## src/rtl/instr_queue.sv

```systemverilog
// instr_queue: decoupling FIFO between instr_fetcher and decode; optional 0-cycle bypass via INSTR_QUEUE_BYPASS_EN
package instr_queue_pkg;
    typedef struct packed {
        logic [31:0] pc;
        logic [31:0] instr;
        logic [1:0]  if_reason;
    } fetched_instr_t;
endpackage

module instr_queue
    import instr_queue_pkg::*;
#(
    parameter int DEPTH = 4
) (
    input  logic                   clk,
    input  logic                   rst,
    input  logic                   i_flush,
    input  logic                   i_valid,
    output logic                   i_ready,
    input  fetched_instr_t         i_fetched_instr,
    output logic                   o_valid,
    input  logic                   o_ready,
    output fetched_instr_t         o_fetched_instr,
    output logic [$clog2(DEPTH):0] o_count
);
    localparam int AW = $clog2(DEPTH);
    localparam logic [AW:0] FULL = (AW+1)'(DEPTH);

    fetched_instr_t r_mem [DEPTH];
    logic [AW:0] r_rd_ptr, r_wr_ptr;
    logic        r_ready;
    logic [AW:0] w_count, w_rd_nxt, w_wr_nxt;
    logic        w_empty, w_full, w_byp, w_push, w_pop, w_write, w_pop_mem;

    assign w_count = r_wr_ptr - r_rd_ptr;
    assign w_empty = w_count == '0;
    assign w_full  = w_count == FULL;
`ifdef INSTR_QUEUE_BYPASS_EN
    assign w_byp = w_empty && i_valid && !i_flush;
`else
    assign w_byp = 1'b0;
`endif

    // handshakes, output mux and next pointer values; flush overrides push and pop
    always_comb begin
        o_valid         = (!w_empty || w_byp) && !i_flush;
        o_fetched_instr = w_byp ? i_fetched_instr : r_mem[r_rd_ptr[AW-1:0]];
        w_push          = i_valid && r_ready && !i_flush;
        w_pop           = o_valid && o_ready;
        w_write         = w_push && !(w_byp && o_ready);
        w_pop_mem       = w_pop && !w_empty;
        w_wr_nxt        = r_wr_ptr + (AW+1)'(w_write);
        w_rd_nxt        = i_flush ? r_wr_ptr : r_rd_ptr + (AW+1)'(w_pop_mem);
    end

    assign i_ready = r_ready;
    assign o_count = w_count;

    // pointers and registered ready (computed from next occupancy so it never sees this cycle's handshakes)
    always_ff @(posedge clk) begin
        if (rst) begin
            r_rd_ptr <= '0;
            r_wr_ptr <= '0;
            r_ready  <= 1'b1;
        end else begin
            r_rd_ptr <= w_rd_nxt;
            r_wr_ptr <= w_wr_nxt;
            r_ready  <= (w_wr_nxt - w_rd_nxt) != FULL;
        end
    end

    // payload storage, written only on a push that is not passed straight through
    always_ff @(posedge clk) begin
        if (w_write) r_mem[r_wr_ptr[AW-1:0]] <= i_fetched_instr;
    end

`ifndef SYNTHESIS
    a_no_push_full: assert property (@(posedge clk) disable iff (rst) !(w_push && w_full));
    a_count_max:    assert property (@(posedge clk) disable iff (rst) w_count <= FULL);
    a_stable:       assert property (@(posedge clk) disable iff (rst)
                        (o_valid && !o_ready) |=> $stable(o_fetched_instr));
`endif
endmodule

```

## config.mk

```make
export PLATFORM = sky130hd
export DESIGN_NAME = instr_queue
export DESIGN_NICKNAME = d
export VERILOG_FILES = /design/src/rtl/instr_queue.sv
export SDC_FILE = /design/constraint.sdc
export NUM_CORES = 1
export LEC_CHECK = 0
export ABC_AREA = 1
export CAP_MARGIN = 20
export CORE_MARGIN = 3
export CORE_UTILIZATION = 26
export DETAILED_ROUTE_END_ITERATION = 10
export PLACE_DENSITY = 0.51
export SLEW_MARGIN = 30
export SYNTH_ARGS = -nofsm -noshare
export SYNTH_HDL_FRONTEND = slang
export SYNTH_SLANG_ARGS = --single-unit
```

## constraint.sdc

```tcl
create_clock -name clk -period 8 [get_ports clk]
set_input_delay 2.4 -clock clk [delete_from_list [all_inputs] [get_ports clk]]
set_output_delay 2.4 -clock clk [all_outputs]
set_load 0.05 [all_outputs]
```

==> results of run 1 <==
-- state kept, by name (all words and copies together), names as in the netlist --
signal / flops
i_ready: 1
r_wr_ptr: 3
r_mem: 264
r_rd_ptr: 3
-- cells in the mapped netlist --
cell type | count | share of area, %
sky130_fd_sc_hd__a21oi_1 | 2 | 0.092
sky130_fd_sc_hd__buf_12 | 5 | 0.92
sky130_fd_sc_hd__buf_2 | 9 | 0.41
sky130_fd_sc_hd__buf_4 | 1 | 0.069
sky130_fd_sc_hd__buf_6 | 4 | 0.41
sky130_fd_sc_hd__buf_8 | 1 | 0.14
sky130_fd_sc_hd__clkbuf_1 | 22 | 0.76
sky130_fd_sc_hd__dfxtp_1 | 7 | 1.3
sky130_fd_sc_hd__edfxtp_1 | 264 | 73
sky130_fd_sc_hd__fa_1 | 1 | 0.18
sky130_fd_sc_hd__ha_1 | 7 | 0.80
sky130_fd_sc_hd__inv_1 | 16 | 0.55
sky130_fd_sc_hd__inv_2 | 2 | 0.069
sky130_fd_sc_hd__inv_6 | 1 | 0.080
sky130_fd_sc_hd__nand2_1 | 32 | 1.1
sky130_fd_sc_hd__nand3_1 | 5 | 0.23
sky130_fd_sc_hd__nand3b_1 | 1 | 0.069
sky130_fd_sc_hd__nor2_1 | 93 | 3.2
sky130_fd_sc_hd__nor2_2 | 6 | 0.34
sky130_fd_sc_hd__nor2_4 | 40 | 4.1
sky130_fd_sc_hd__nor3_1 | 4 | 0.18
sky130_fd_sc_hd__o21ai_0 | 119 | 5.5
sky130_fd_sc_hd__o21ai_1 | 10 | 0.46
sky130_fd_sc_hd__o21ai_2 | 4 | 0.32
sky130_fd_sc_hd__o22ai_1 | 26 | 1.5
sky130_fd_sc_hd__o22ai_2 | 40 | 4.6
-- final cells by class --
class                   count  area (um2)  area share [%]
repair buffers            152        1510           10.98
clock inverters            21       148.9           1.082
inverters                  19       76.32          0.5547
multi-input cells         390        2491           18.11
flip-flops and latches    271        8073           58.67
clock buffers              36       794.5           5.774
well taps                 532       665.6           4.838
-- cells by family (layout without fill, tap and decap cells) --
family	Yosys count	count (layout)	share of synthesized area (%)
AO/OA/AOI/OAI	201	201	12.41
adder cells (fa/ha/maj)	8	8	0.9862
AND/OR/NAND/NOR	181	181	9.255
flip-flops	271	271	73.94
buffers and inverters	61	228	3.406
-- critical path: cells and delay by family --
| family | cells | cell delay (ps) |
|---|---|---|
| and+or+nand+nor | 1 | 80 |
| buffers and inverters | 4 | 1490 |
-- per-layer routing --
layer  wire length (um)  vias up  global-route usage (%)  part of all wire (%)
li1                   -     2972                       -                     -
met1              10790     3090                   13.94                    44
met2              12280      133                   19.07                    50
met3               1165       32                   2.094                   4.7
met4                527        0                   3.187                   2.1
met5                  0        -                       0                     0
-- stage by stage --
stage | cell area, um2 | utilization (%) | total power [mW]
after CTS | 13760 | 33.47 | 3.543
after floorplan | 10910 | - | 2.015
final | 13760 | 33.47 | 3.482
after detailed placement | 12820 | 31.18 | 2.211
after global placement | 12810 | 31.17 | 2.208
after global routing | 13760 | 33.47 | 3.630
-- worst min path at each step --
| stage | startpoint | to | slack (ps) | depth (start not counted) |
|---|---|---|---|---|
| detailed placement | r_wr_ptr[0]$_SDFF_PP0_ | r_rd_ptr[0]$_SDFF_PP0_ | 600 | 2 |
| CTS | r_wr_ptr[0]$_SDFF_PP0_ | r_rd_ptr[0]$_SDFF_PP0_ | 610 | 2 |
| finish | r_wr_ptr[0]$_SDFF_PP0_ | r_rd_ptr[0]$_SDFF_PP0_ | 610 | 2 |
| global route | r_wr_ptr[0]$_SDFF_PP0_ | r_rd_ptr[0]$_SDFF_PP0_ | 630 | 2 |
| floorplan | r_wr_ptr[0]$_SDFF_PP0_ | r_rd_ptr[0]$_SDFF_PP0_ | 500 | 2 |
| global placement | r_wr_ptr[2]$_SDFF_PP0_ | r_wr_ptr[2]$_SDFF_PP0_ | 580 | 3 |
-- report_power, final --
group          switching [mW]  internal, mW
clock network           0.543         0.768
registers              0.0180          1.60
logic                   0.371         0.181
total                   0.932          2.55
==> summary.md, run 1 <==
## Synthesis
- synthesized instance count: 722
- yosys warns: 0
- area of the mapped netlist: 10910 um2
- proportion of synthesized chip area in sequential cells: 73.94%
- number of unique standard cell types used by synthesis: 26
- flop and latch count out of synthesis: 271
- synthesized netlist net count: 801
- Syn Area/Cell: 15.11 um2

## Layout
- leading cell type in the layout, fill and taps excluded: sky130_fd_sc_hd__edfxtp_1
- share of final-layout standard cells stronger than drive strength 1: 17.21%
- Area growth syn-to-layout: 26.11%
- highest-count cells in the layout ignoring fill and taps: sky130_fd_sc_hd__edfxtp_1 (264), sky130_fd_sc_hd__clkdlybuf4s50_1 (141), sky130_fd_sc_hd__o21ai_0 (119)
- Cell Count, Final, Fillers Out: 1421
- number of filler cells placed in the layout: 4073
- total number of nets in the final design: 944
- diodes inserted: 0

## Critical path
- CP Capture Type: output port
- Critical Path AT: 3980 ps
- cell chain of the critical path: clkdlybuf4s50_1, inv_1, nand2_1, inv_1, clkdlybuf4s50_1
- critical path launch point type: primary input
- cell at the slowest stage of the critical path: sky130_fd_sc_hd__clkdlybuf4s50_1
- worst setup path category: in2out
- FF-to-FF End: i_ready$_SDFF_PP1_
- Worst R2R Setup Slack: 4630 ps
- Largest stage delay, worst path: 790 ps
- critical path peak fanout: 6
- critical register-to-register path startpoint: r_rd_ptr[1]$_SDFF_PP0_
- Crit path required time: 5600 ps
- length in cells of the worst reg-to-reg path: 14
- endpoint of the most critical setup path: o_valid
- launch point of the critical path: i_flush

## Timing
- RSZ-0062 raised after global routing: false
- endpoints failing hold: 0
- Post-Route Skew: 8.809 ps
- hold slack final: 610.1 ps
- fin worst setup slack: 1623 ps
- fin crit period: 6377 ps
- Max Fclk: 0.1568 GHz
- setup tns final: 0 ps
- share of the clock period used by the worst path after layout: 79.71%
- slew at the pin closest to its max-slew limit: 853.7 ps
- slew margin rel.: 43.09%
- number of pins exceeding their max-slew limit in the final report: 0
- Setup-failing EPs final: 0

## Clock tree
- number of buffers inserted by post-CTS setup repair: 0
- number of buffers between clock root and the deepest sink: 3
- CTS hold repair buffers: 0
- CTS tree: yes
- Resized Gates After CTS: 0
- level count of the clock H-tree: 1
- root buffer selected by CTS: sky130_fd_sc_hd__clkbuf_16
- Skew-Pair Late Insertion Delay: 550 ps
- clock-pin slew on the worst setup and hold paths: 60 ps
- clock sink count: 271
- cts bufs inserted: 31

## Pwr
- cell area power density: 253.1 nW/um2
- peak supply drop: 0.0001694 V
- total leakage power: 4.458 nW

## Placement
- setup slack at placement: 1621 ps
- final weighted congestion in routability-driven placement: 0.7198
- half-perimeter wire length of the detailed placement result: 13.40 mm
- count of buffers inserted at the top-level ports: 141
- count of placed standard cells including taps: 1364

## Die
- Top Ports: 142
- Die ar.: 44460 um2
- height of the chip: 210.9 um
- area of the placeable core: 41110 um2
- site row count: 74
- Die Width: 210.9 um
- initial standard-cell utilization of the core: 26.54%

## Drt
- DRC marker count from the first detailed-route iteration: 280
- remaining design rule violation count: 0
- routed vias: 6227
- DRT antenna net count: 0
- 1st-pass router iterations: 4
- via/cell ratio: 4.382
- average wire per standard cell: 17.42 um
- aggregate routed wire length: 24.76 mm

## Global route
- gr ovfl total: 0
- overall fraction of global-route tracks in use: 10.95%
- largest net degree at the start of global routing: 75
- first-pass GRT wire length: 37.92 mm
- number of antenna violations at the first check in global routing: 0
- vias in the first global route: 6341

## Run status
- status: finished, final reports clean

## Flow run
- number of violations of the max-capacitance limit: 0

## Hold path
- class of the worst hold path: reg2reg

No activity file was read; power rests on OpenSTA's default activity.
==> run 2, diff against run 1 <==
Clock period 8 ns to 5.7 ns, I/O delays scaled along.
==> run 2 against run 1 <==
  * Global-route usage shrank 0.14 points
  * Die area unchanged
  * Critical path type is now reg2out
  * Sequential share of layout area shrank 0.41 points
  * Sequential cell count unchanged
  * First-iteration DRC count increased by 0.36%
==> summary.md, run 2 (same netlist as run 1, synthesis figures left out) <==
## Layout
- Largest register FFs: 264, unchanged
- Area growth syn-to-layout: 27.01%
- total area of multi-input combinational cells: 2497 um2, +0.25%
- number of filler cells placed in the layout: 4014, -1.4%
- leading cell type in the layout, fill and taps excluded: sky130_fd_sc_hd__edfxtp_1
- Cell Count, Final, Fillers Out: 1421, unchanged
- total number of nets in the final design: 946, +0.21%
- FF+latch area: 8073 um2, unchanged
- highest-count cells in the layout ignoring fill and taps: sky130_fd_sc_hd__edfxtp_1 (264), sky130_fd_sc_hd__clkdlybuf4s50_1 (141), sky130_fd_sc_hd__o21ai_0 (119)
- diodes inserted: 0, unchanged
- share of final-layout standard cells stronger than drive strength 1: 17.10%, -0.11 points

## Drt
- via/cell ratio: 4.417, +0.80%
- average wire per standard cell: 17.19 um, -1.3%
- 1st-pass router iterations: 4, unchanged
- routed vias: 6277, +0.80%
- aggregate routed wire length: 24.43 mm, -1.3%
- DRT antenna net count: 0, unchanged
- remaining design rule violation count: 0, unchanged
- DRC marker count from the first detailed-route iteration: 281, +0.36%

## Placement
- final weighted congestion in routability-driven placement: 0.7164, -0.47%
- setup slack at placement: 701.9 ps, -919.4 ps
- count of buffers inserted at the top-level ports: 141, unchanged
- count of placed standard cells including taps: 1367, +0.22%
- half-perimeter wire length of the detailed placement result: 14.05 mm, +4.8%

## Timing
- slew margin rel.: 43.16%, +0.077 points
- share of the clock period used by the worst path after layout: 88.11%
- number of pins exceeding their max-slew limit in the final report: 0, unchanged
- Max Fclk: 0.1991 GHz
- Post-Route Skew: 12.00 ps, +3.192 ps
- slew at the pin closest to its max-slew limit: 852.6 ps, -1.148 ps
- fin crit period: 5022 ps
- RSZ-0062 raised after global routing: false
- setup tns final: 0 ps, unchanged
- fin worst setup slack: 678.0 ps, -945.1 ps
- endpoints failing hold: 0, unchanged
- Setup-failing EPs final: 0, unchanged
- hold slack final: 592.0 ps, -18.05 ps

## Critical path
- critical path peak fanout: 64, +58
- critical path launch point type: flop
- worst setup path category: reg2out
- CP Capture Type: output port
- Crit path required time: 3990 ps, -1610 ps
- Critical Path AT: 3310 ps, -670 ps

## Clock tree
- CTS tree: yes
- number of buffers between clock root and the deepest sink: 3, unchanged
- Resized Gates After CTS: 0, unchanged
- cts bufs inserted: 30, -3.2%
- level count of the clock H-tree: 1, unchanged
- number of buffers inserted by post-CTS setup repair: 0, unchanged
- root buffer selected by CTS: sky130_fd_sc_hd__clkbuf_16
- CTS hold repair buffers: 0, unchanged
- clock-pin slew on the worst setup and hold paths: 60 ps, about the same
- clock sink count: 271, unchanged
- Skew-Pair Late Insertion Delay: 550 ps, about the same

## Global route
- first-pass GRT wire length: 37.58 mm, -0.87%
- overall fraction of global-route tracks in use: 10.82%, -0.14 points
- gr ovfl total: 0, unchanged
- number of antenna violations at the first check in global routing: 0, unchanged
- largest net degree at the start of global routing: 73, -2.7%
- vias in the first global route: 6390, +0.77%

## Die
- Top Ports: 142, unchanged
- height of the chip: 210.9 um, unchanged
- site row count: 74, unchanged
- Die ar.: 44460 um2, unchanged
- Die Width: 210.9 um, unchanged
- initial standard-cell utilization of the core: 26.54%, unchanged
- area of the placeable core: 41110 um2, unchanged

## Pwr
- cell area power density: 348.4 nW/um2, +38%
- peak supply drop: 0.0002292 V, +35%
- total leakage power: 4.494 nW, +0.81%

## Run status
- status: finished, final reports clean

## Flow run
- number of violations of the max-capacitance limit: 0, unchanged

## Hold path
- class of the worst hold path: reg2reg

==> run 2: cell count changes in the layout (fill, tap and decap cells not counted), moves of 2 or more <==
cell                       change
sky130_fd_sc_hd__clkinv_2      -3
sky130_fd_sc_hd__buf_4         -5
sky130_fd_sc_hd__buf_12        +9
sky130_fd_sc_hd__clkbuf_1      +2
==> run 2: through the flow <==
stage / util [%] / cell area (um2) / total power, mW
floorplan: - / 10910 / 2.829
global placement: 31.50 / 12950 / 3.109
detailed placement: 31.51 / 12950 / 3.111
CTS: 33.71 / 13860 / 4.913
global route: 33.71 / 13860 / 5.042
finish: 33.71 / 13860 / 4.827
==> run 2: worst paths after layout <==
kind	startpoint	end	slack, ps	cells after the start
setup / recovery	r_rd_ptr[0]$_SDFF_PP0_	o_fetched_instr[45]	680	5
hold reg to reg	r_wr_ptr[0]$_SDFF_PP0_	r_rd_ptr[0]$_SDFF_PP0_	590	2
setup reg to reg	r_rd_ptr[0]$_SDFF_PP0_	i_ready$_SDFF_PP1_	2360	14
hold / removal	r_wr_ptr[0]$_SDFF_PP0_	r_rd_ptr[0]$_SDFF_PP0_	590	2
==> run 2: report_power, final <==
part           total, mW  switching, mW  internal [mW]
clock               1.77          0.741           1.03
combinational      0.778          0.516          0.262
sequential          2.28         0.0306           2.25
total               4.83           1.29           3.54
==> run 2: routing by layer <==
layer,up-vias,track usage [%],part of all wire [%]
met5,-,0,0
met4,0,2.910,2.2
met3,37,2.421,4.5
met2,124,18.69,49
met1,3129,13.77,44
li1,2987,-,-
==> run 2: final cells by class <==
class | count | area share (%)
sequential | 271 | 58.26
multi-input combinational | 390 | 18.02
timing repair buffer | 155 | 11.85
clock buffer | 38 | 5.788
tap | 532 | 4.804
clock inverter | 16 | 0.7314
inverter | 19 | 0.5508
==> run 2: critical path, cell delays in order, from the launching register on <==
cell and delay (ps):
sky130_fd_sc_hd__dfxtp_4 570, sky130_fd_sc_hd__inv_6 500, sky130_fd_sc_hd__buf_12 370, sky130_fd_sc_hd__o21ai_0 150
sky130_fd_sc_hd__o22ai_1 230, sky130_fd_sc_hd__clkdlybuf4s50_1 860
==> run 3, diff against run 2 <==
Clock period 5.7 ns to 4.1 ns, I/O delays scaled along.
==> run 3 against run 2 <==
  * Cell count up 0.42%
  * Non-clock buffer count up 5
  * Die area unchanged
  * Cell area up 4.9%
  * Combinational power up 74%
  * Critical path depth up 2
  * First-iteration DRC count down 0.36%
  * Hold slack better by 20 ps
  * Worst setup slack worse by 360 ps
  * Sequential cell count unchanged
  * Utilization up 1.6 points
  * Critical path type unchanged
  * Largest cell class unchanged
  * Largest power group unchanged
==> summary.md, run 3 (same netlist as run 1, synthesis figures left out) <==
## Die
- site row count: 74, unchanged
- Die Width: 210.9 um, unchanged
- height of the chip: 210.9 um, unchanged
- area of the placeable core: 41110 um2, unchanged
- Die ar.: 44460 um2, unchanged
- Top Ports: 142, unchanged
- initial standard-cell utilization of the core: 26.54%, unchanged

## Layout
- total number of nets in the final design: 951, +0.53%
- highest-count cells in the layout ignoring fill and taps: sky130_fd_sc_hd__edfxtp_1 (264), sky130_fd_sc_hd__o21ai_0 (119), sky130_fd_sc_hd__nor2_1 (93)
- share of final-layout standard cells stronger than drive strength 1: 25.39%, +8.3 points
- number of filler cells placed in the layout: 3946, -1.7%
- total area of multi-input combinational cells: 2516 um2, +0.75%
- FF+latch area: 8073 um2, unchanged
- Largest register FFs: 264, unchanged
- Area growth syn-to-layout: 33.20%
- leading cell type in the layout, fill and taps excluded: sky130_fd_sc_hd__edfxtp_1

## Run status
- status: finished, final reports clean

## Global route
- first-pass GRT wire length: 37.84 mm, +0.68%
- number of antenna violations at the first check in global routing: 1, +1
- vias in the first global route: 6328, -0.97%
- overall fraction of global-route tracks in use: 10.92%, +0.11 points
- gr ovfl total: 0, unchanged
- largest net degree at the start of global routing: 77, +5.5%

## Pwr
- cell area power density: 478.2 nW/um2, +37%
- peak supply drop: 0.0002619 V, +14%
- total leakage power: 4.874 nW, +8.5%

## Clock tree
- clock sink count: 271, unchanged
- CTS tree: yes
- Skew-Pair Late Insertion Delay: 540 ps, about the same
- number of buffers inserted by post-CTS setup repair: 0, unchanged
- clock-pin slew on the worst setup and hold paths: 60 ps, about the same
- cts bufs inserted: 30, unchanged
- level count of the clock H-tree: 1, unchanged
- number of buffers between clock root and the deepest sink: 3, unchanged
- CTS hold repair buffers: 0, unchanged
- root buffer selected by CTS: sky130_fd_sc_hd__clkbuf_16

## Critical path
- CP Capture Type: output port
- critical path launch point type: flop
- buffers plus inverters on the worst setup path: 3, unchanged
- cell chain of the critical path: inv_1, ha_1, fa_1, inv_1, nand2_1, nand2_1, dlygate4sd2_1
- worst setup path category: reg2out
- Crit path required time: 2870 ps, -1120 ps
- cell at the slowest stage of the critical path: sky130_fd_sc_hd__dlygate4sd2_1
- Critical Path AT: 2550 ps, -760 ps
- kind of cell adding the most delay to the critical path: buffers and inverters
- Largest stage delay, worst path: 520 ps, -340 ps
- critical path peak fanout: 5, -92%

## Timing
- slew margin rel.: 46.72%, +3.6 points
- fin worst setup slack: 318.7 ps, -359.3 ps
- endpoints failing hold: 0, unchanged
- Post-Route Skew: 6.176 ps, -5.824 ps
- number of pins exceeding their max-slew limit in the final report: 0, unchanged
- share of the clock period used by the worst path after layout: 92.23%
- fin crit period: 3781 ps
- hold slack final: 611.9 ps, +19.82 ps
- slew at the pin closest to its max-slew limit: 799.2 ps, -53.36 ps
- Setup-failing EPs final: 0, unchanged
- RSZ-0062 raised after global routing: false
- Max Fclk: 0.2645 GHz

## Drt
- DRC marker count from the first detailed-route iteration: 280, -0.36%
- Post-Route M1 WL: 10.93 mm, +1.3%
- routed vias: 6179, -1.6%
- average wire per standard cell: 17.12 um, -0.40%
- max layer used: met4
- via/cell ratio: 4.330, -2.0%
- routed wire length on met3: 1.178 mm, +7.6%
- WL met2: 11.79 mm, -1.8%
- remaining design rule violation count: 0, unchanged
- 1st-pass router iterations: 4, unchanged
- DRT antenna net count: 0, unchanged
- aggregate routed wire length: 24.43 mm, about the same

## Placement
- final weighted congestion in routability-driven placement: 0.7344, +2.5%
- count of buffers inserted at the top-level ports: 141, unchanged
- half-perimeter wire length of the detailed placement result: 13.96 mm, -0.60%
- setup slack at placement: 537.1 ps, -164.7 ps

## Flow run
- number of violations of the max-capacitance limit: 0, unchanged

## Hold path
- class of the worst hold path: reg2reg

[run 3: worst register-to-register path: stages, from the launching register on]
cell and delay [ps]:
sky130_fd_sc_hd__dfxtp_1 490, sky130_fd_sc_hd__inv_1 190, sky130_fd_sc_hd__ha_1 230, sky130_fd_sc_hd__fa_1 510, sky130_fd_sc_hd__nand2_1 50, sky130_fd_sc_hd__nand3b_1 150
sky130_fd_sc_hd__nand2_1 80, sky130_fd_sc_hd__nor2_1 50, sky130_fd_sc_hd__ha_1 170, sky130_fd_sc_hd__ha_1 270, sky130_fd_sc_hd__o21ai_0 230, sky130_fd_sc_hd__ha_1 310
sky130_fd_sc_hd__a21oi_1 160, sky130_fd_sc_hd__nand2_1 80, sky130_fd_sc_hd__nand3_1 80, sky130_fd_sc_hd__nand3_1 60
[run 3: layout make-up]
class	count	share of cell area [%]
tap	532	4.580
clock buffer	38	5.519
antenna	1	0.01722
inverter	19	0.5252
clock inverter	16	0.6974
sequential	271	55.55
multi-input combinational	390	17.31
timing repair buffer	160	15.80
[run 3: per-stage QoR]
step | total power, mW | instance area (um2) | utilization [%] | std cells | setup TNS [ps]
after floorplan | 3.929 | 10930 | - | 722 | -128970
after CTS | 7.080 | 14530 | 35.35 | 1426 | 0
after global routing | 7.252 | 14530 | 35.35 | 1427 | 0
after global placement | 4.572 | 13630 | 33.15 | 1372 | 0
after detailed placement | 4.577 | 13630 | 33.15 | 1372 | 0
final | 6.949 | 14530 | 35.35 | 1427 | 0
[run 3: per-layer routing]
metal / global-route usage, % / up-vias
li1: - / 2991
met2: 18.16 / 125
met5: 0 / -
met4: 3.141 / 0
met1: 14.65 / 3031
met3: 2.109 / 32
[run 3: path summary, 6_finish.rpt]
kind / startpoint / end / slack (ps) / cells past startpoint
min: r_wr_ptr[2]$_SDFF_PP0_ / r_wr_ptr[2]$_SDFF_PP0_ / 610 / 3
min reg2reg: r_wr_ptr[2]$_SDFF_PP0_ / r_wr_ptr[2]$_SDFF_PP0_ / 610 / 3
max reg2reg: r_wr_ptr[0]$_SDFF_PP0_ / i_ready$_SDFF_PP1_ / 880 / 15
max: r_wr_ptr[0]$_SDFF_PP0_ / o_count[2] / 320 / 7
[run 3: power breakdown]
part / total, mW / switching (mW) / internal [mW] / leakage (nW)
combinational: 1.35 / 0.790 / 0.557 / 1.97
clock: 2.45 / 1.02 / 1.43 / 0.449
sequential: 3.15 / 0.0247 / 3.12 / 2.45
total: 6.95 / 1.83 / 5.11 / 4.87
[run 3: what timing repair did]
action | in CTS | in global routing
setup endpoints to repair | 1 | 0
hold endpoints to repair | 0 | 0
resized for setup | 1 | 0
